[config.mk]
export PLATFORM = sky130hd
export DESIGN_NAME = mips_fetch_unit_flat
export DESIGN_NICKNAME = d
export VERILOG_FILES = /design/src/rtl/mips_fetch_unit_if.sv /design/src/rtl/mips_fetch_unit.sv /design/src/flat_wrapper.sv
export SDC_FILE = /design/constraint.sdc
export NUM_CORES = 1
export LEC_CHECK = 0
export ABC_AREA = 1
export BUFFER_PORTS_ARGS = -buffer_cell sky130_fd_sc_hd__buf_4
export CORE_ASPECT_RATIO = 0.75
export CORE_MARGIN = 2
export CORE_UTILIZATION = 48
export DETAILED_ROUTE_END_ITERATION = 10
export GPL_TIMING_DRIVEN = 1
export PLACE_DENSITY = 0.8
export SYNTH_ARGS = -nofsm -noshare
export SYNTH_HDL_FRONTEND = slang
export SYNTH_SLANG_ARGS = --single-unit
export TNS_END_PERCENT = 30
[constraint.sdc]
create_clock -name clk -period 6.16 [get_ports clk]
set_input_delay 0.924 -clock clk [delete_from_list [all_inputs] [get_ports clk]]
set_output_delay 0.924 -clock clk [all_outputs]
set_load 0.01 [all_outputs]
[src/rtl/mips_fetch_unit_if.sv]
// mips_fetch_unit_if: imem request/response, redirect and instruction delivery signals of the fetch stage
interface mips_fetch_unit_if;
  logic        imem_req;
  logic [31:0] imem_addr;
  logic        imem_ack;
  logic [31:0] imem_rdata;
  logic        redirect_valid;
  logic [31:0] redirect_pc;
  logic        instr_valid;
  logic [31:0] instr;
  logic [31:0] instr_pc;
  logic        instr_ready;
  logic        misalign_err;
  modport master (
    output imem_req, imem_addr, instr_valid, instr, instr_pc, misalign_err,
    input  imem_ack, imem_rdata, redirect_valid, redirect_pc, instr_ready
  );
  modport slave (
    input  imem_req, imem_addr, instr_valid, instr, instr_pc, misalign_err,
    output imem_ack, imem_rdata, redirect_valid, redirect_pc, instr_ready
  );
endinterface

[src/rtl/mips_fetch_unit.sv]
// mips_fetch_unit: prefetching fetch stage with redirect flush; define FETCH_MISALIGN_TRAP_EN to trap misaligned redirects
module mips_fetch_unit #(
  parameter int          DEPTH    = 4,
  parameter logic [31:0] RESET_PC = 32'h0000_0000
) (
  input logic               clk,
  input logic               reset,
  mips_fetch_unit_if.master bus
);
  localparam int AW = $clog2(DEPTH);
`ifdef FETCH_MISALIGN_TRAP_EN
  typedef enum logic [1:0] {FETCH, DRAIN, HALT} state_t;
  logic misalign_q, mis;
`else
  typedef enum logic {FETCH, DRAIN} state_t;
`endif
  state_t        state_q, idle_st;
  logic          run_q, push, pop, redirect;
  logic [AW:0]   count_q;
  logic [AW-1:0] rd_q, wr_q;
  logic [31:0]   fetch_pc_q, drain_pc_q, target;
  logic [31:0]   ins_q [DEPTH];
  logic [31:0]   pc_q [DEPTH];
  // run_q delays the first request to the cycle after reset is released
  always_comb begin
    redirect = bus.redirect_valid;
    target = bus.redirect_pc & 32'hFFFF_FFFC;
    bus.imem_req = run_q && (state_q == DRAIN || (state_q == FETCH && count_q < (AW+1)'(DEPTH)));
    bus.imem_addr = state_q == DRAIN ? drain_pc_q : fetch_pc_q;
    bus.instr_valid = count_q != '0;
    bus.instr = bus.instr_valid ? ins_q[rd_q] : '0;
    bus.instr_pc = bus.instr_valid ? pc_q[rd_q] : '0;
    push = !redirect && state_q == FETCH && bus.imem_req && bus.imem_ack;
    pop = !redirect && bus.instr_valid && bus.instr_ready;
`ifdef FETCH_MISALIGN_TRAP_EN
    mis = bus.redirect_pc[1:0] != 2'b00;
    idle_st = (redirect ? mis : misalign_q) ? HALT : FETCH;
    bus.misalign_err = misalign_q;
`else
    idle_st = FETCH;
    bus.misalign_err = 1'b0;
`endif
  end
  always_ff @(posedge clk) begin
    if (reset) begin
      state_q <= FETCH;
      run_q <= 1'b0;
      count_q <= '0;
      rd_q <= '0;
      wr_q <= '0;
      fetch_pc_q <= RESET_PC;
      drain_pc_q <= RESET_PC;
`ifdef FETCH_MISALIGN_TRAP_EN
      misalign_q <= 1'b0;
`endif
    end else begin
      run_q <= 1'b1;
      if (push) begin
        ins_q[wr_q] <= bus.imem_rdata;
        pc_q[wr_q] <= fetch_pc_q;
        wr_q <= wr_q + AW'(1);
        fetch_pc_q <= fetch_pc_q + 32'd4;
      end
      if (pop) rd_q <= rd_q + AW'(1);
      count_q <= count_q + (AW+1)'(push) - (AW+1)'(pop);
      // an unacked request must complete at its old address before the target is fetched
      if (redirect) begin
        count_q <= '0;
        rd_q <= wr_q;
        fetch_pc_q <= target;
        drain_pc_q <= bus.imem_addr;
        state_q <= bus.imem_req && !bus.imem_ack ? DRAIN : idle_st;
`ifdef FETCH_MISALIGN_TRAP_EN
        misalign_q <= mis;
`endif
      end else if (state_q == DRAIN && bus.imem_ack) state_q <= idle_st;
    end
  end
endmodule

[src/flat_wrapper.sv]
// flat-port wrapper written by rule: the top's interface ports become plain ports
module mips_fetch_unit_flat 
#(
  parameter int          DEPTH    = 4,
  parameter logic [31:0] RESET_PC = 32'h0000_0000
)
  (clk, reset, bus_imem_req, bus_imem_addr, bus_instr_valid, bus_instr, bus_instr_pc, bus_misalign_err, bus_imem_ack, bus_imem_rdata, bus_redirect_valid, bus_redirect_pc, bus_instr_ready);
  mips_fetch_unit_if bus_i ();
  input logic clk;
  input logic reset;
  output wire logic [$bits(bus_i.imem_req)-1:0] bus_imem_req;
  output wire logic [$bits(bus_i.imem_addr)-1:0] bus_imem_addr;
  output wire logic [$bits(bus_i.instr_valid)-1:0] bus_instr_valid;
  output wire logic [$bits(bus_i.instr)-1:0] bus_instr;
  output wire logic [$bits(bus_i.instr_pc)-1:0] bus_instr_pc;
  output wire logic [$bits(bus_i.misalign_err)-1:0] bus_misalign_err;
  input wire logic [$bits(bus_i.imem_ack)-1:0] bus_imem_ack;
  input wire logic [$bits(bus_i.imem_rdata)-1:0] bus_imem_rdata;
  input wire logic [$bits(bus_i.redirect_valid)-1:0] bus_redirect_valid;
  input wire logic [$bits(bus_i.redirect_pc)-1:0] bus_redirect_pc;
  input wire logic [$bits(bus_i.instr_ready)-1:0] bus_instr_ready;
  assign bus_imem_req = bus_i.imem_req;
  assign bus_imem_addr = bus_i.imem_addr;
  assign bus_instr_valid = bus_i.instr_valid;
  assign bus_instr = bus_i.instr;
  assign bus_instr_pc = bus_i.instr_pc;
  assign bus_misalign_err = bus_i.misalign_err;
  assign bus_i.imem_ack = bus_imem_ack;
  assign bus_i.imem_rdata = bus_imem_rdata;
  assign bus_i.redirect_valid = bus_redirect_valid;
  assign bus_i.redirect_pc = bus_redirect_pc;
  assign bus_i.instr_ready = bus_instr_ready;
  mips_fetch_unit #(.DEPTH(DEPTH), .RESET_PC(RESET_PC)) u_core (.clk(clk), .reset(reset), .bus(bus_i));
endmodule
==> impl_metrics.ini <==
[cts]
cts_setup_buffers = 0
cts_buffers = 30
htreeDepth = 1
cts_sinks = 321
cts_buffer_depth = 3
cts_tree = done
cts.clk_slew.worst_paths_ns = 0.06
clk_latency_ns = 0.56
hold_buffers = 0
cts_resized = 0
root_buffer = clkbuf_16

[logic_synthesis]
synth-main-ff-cell = edfxtp_1
ys_seq_elements = 321
synth_top_area_frac = 0.542
ys.warnings.count = 0
synthMostInstantiatedCell = nor2_1
synth_area_per_cell_um2 = 10.0
synth.top_cells.by_count = nor2_1 (340), edfxtp_1 (248), nand2_1 (175)
synth-edff-count = 248
synthCells = 1373
synth_top_area_cell = edfxtp_1
ys_types = 36
async_flop_share = 0
synth_area_leaders = edfxtp_1 (54%), dfxtp_1 (11%), nor2_1 (9.3%)
synth_seq_area_share = 0.648
netlist_area_um2 = 13700

[grt]
grt_use_total = 0.216
grt_pass1_vias = 9437
grt_overflow = 0
antenna_found_initial = 0
grt_max_degree = 78
grt_pass1_wl_um = 50300

[sta]
tightestPinTransition_ns = 1.13
max_slew_margin = 0.242
rsz0062_at_grt = false
finalHoldViolCount = 0
finClkSkew_ns = 0.0107
period_needed_ns = 4.04
fmax_mhz = 248
post-route-period-util = 0.656
final.setup.tns_ns = 0
holdWs_ns = 0.448
slew_violations = 0
final-setup-viol-count = 0

[drt]
firstDrtPassIters = 6
drt_iter0_markers = 835
ant_nets = 0
wl_um = 33200
dr_total_vias = 10245
viasPerCell = 5.38
routedWlPerCell_um = 17.4
drc = 0

[status]
status = finished clean

[finish]
fin_cells = 1904
areaGrowthSynthToFinish_pct = 17.6
final_area_um2 = 16200
fillers = 2380
fin_nets = 1573
diodes = 0
layout-drive-gt1-share = 0.174
postLayoutCoreUtil = 0.575

[floorplanning]
die-area_um2 = 30000
start_util = 0.489
coreArea_um2 = 28100
die_w_um = 199
ios = 168
num_rows = 53
dieHeight_um = 151

[setup_path]
crit_fanout = 77
crit_family = buffers and inverters
crit_path_start_kind = register
cp_num_buf_inv = 3
r2r_setup_slack_ns = 2.37
required_ns = 5.24
crit_slowest_cell = inv_2
cp_common_cell = buf_4
worstSetupPathType = register to output port
max_stage_delay_ns = 0.90
timing.critical_path.arrival_ns = 3.11
worst_setup_path_end_kind = output port
cp_cell_sequence = inv_2, buf_4, o21ai_0, a21oi_1, buf_4

[pwr]
ir_worst_vdd_uv = 196
p_leak_nw = 5.89
power-per-cell-area_nw_per_um2 = 286

[placed_design]
hpwl_um = 20200
dp_cells = 1849
placed_cell_area_um2 = 15200
routabilityCongestion = 0.867
numPortBuffers = 162

[job]
max-cap-violations = 0

[worst_hold_path]
hold_path.class = register to register
-- metrics by stage --
| step | power [W] | setup WS, ns |
|---|---|---|
| after detailed placement | 0.00284 | 2.13 |
| after CTS | 0.00465 | 2.05 |
| after global placement | 0.00283 | 2.21 |
| after floorplan | 0.00268 | 1.39 |
| after global routing | 0.00478 | 1.78 |
| final | 0.00462 | 2.12 |
-- worst reg2reg max path, cell delays in order, from the launching register on --
cell	delay, ns
dfxtp_2	1.00
inv_2	0.16
nand2_2	0.13
nand2_4	0.07
nor2_8	0.30
nand2_1	0.33
nor2_4	0.81
buf_4	0.61
-- area by class of cell --
class / instances / area (µm²) / share of cell area
clock buffers: 38 / 801 / 0.0496
well taps: 385 / 482 / 0.0298
flip-flops and latches: 321 / 8910 / 0.552
inverters: 55 / 206 / 0.0128
repair buffers: 173 / 1300 / 0.0804
clock inverters: 17 / 169 / 0.0105
multi-input cells: 915 / 4290 / 0.265
-- placed cells by master, fill, tap and decap left out, types with 3 or more instances in the layout --
cell type	n
dfxtp_1	70
nand2_1	175
nor2_2	4
clkbuf_1	6
edfxtp_1	248
buf_4	173
ha_1	7
o22ai_1	3
nand2_2	9
o21ai_0	167
a21oi_2	4
conb_1	3
inv_2	6
bufinv_16	3
nor3_1	8
inv_1	49
nand3_1	42
clkinv_1	4
a21oi_1	94
nand2_4	3
clkbuf_16	30
nor2_1	336
nor2_4	12
a211oi_1	27
xor2_1	3
o211ai_1	3
clkinv_2	8
-- registers in the layout (all words and copies together) (netlist names), named ones only --
register,cells
u_core.drain_pc_q,32
u_core.state_q,1
u_core.rd_q,2
u_core.ins_q,128
u_core.run_q,1
u_core.wr_q,2
u_core.count_q,3
u_core.pc_q,120
u_core.fetch_pc_q,30
-- layer usage --
metal,share of wire,up-vias,GRT usage
met5,0,-,0
met4,0.016,0,0.0400
met3,0.089,41,0.0320
met2,0.45,421,0.352
met1,0.44,4840,0.312
li1,-,4943,-
-- where the power goes --
group	switching [W]	internal, W
registers	0.0000621	0.00238
clock network	0.000778	0.00104
logic	0.000227	0.000136
total	0.00107	0.00356
-- logic make-up after synthesis --
group,after synthesis,share of synthesized area
adder cells (fa/ha/maj),8,0.00783
AND/OR/NAND/NOR,597,0.179
other,1,0.000273
buffers and inverters,139,0.0427
AO/OA/AOI/OAI,303,0.119
XOR/XNOR,4,0.00255
flip-flops,321,0.648
-- path summary, 6_finish.rpt --
path,startpoint,end,cells past startpoint
worst max-delay path,register,bus_instr[27],5
worst min-delay path,u_core.drain_pc_q[0],u_core.drain_pc_q[0],2
worst max register to register,u_core.state_q,u_core.ins_q[0][8],7
worst min register to register,u_core.drain_pc_q[0],u_core.drain_pc_q[0],2
Power figures use the tool's default switching activity.
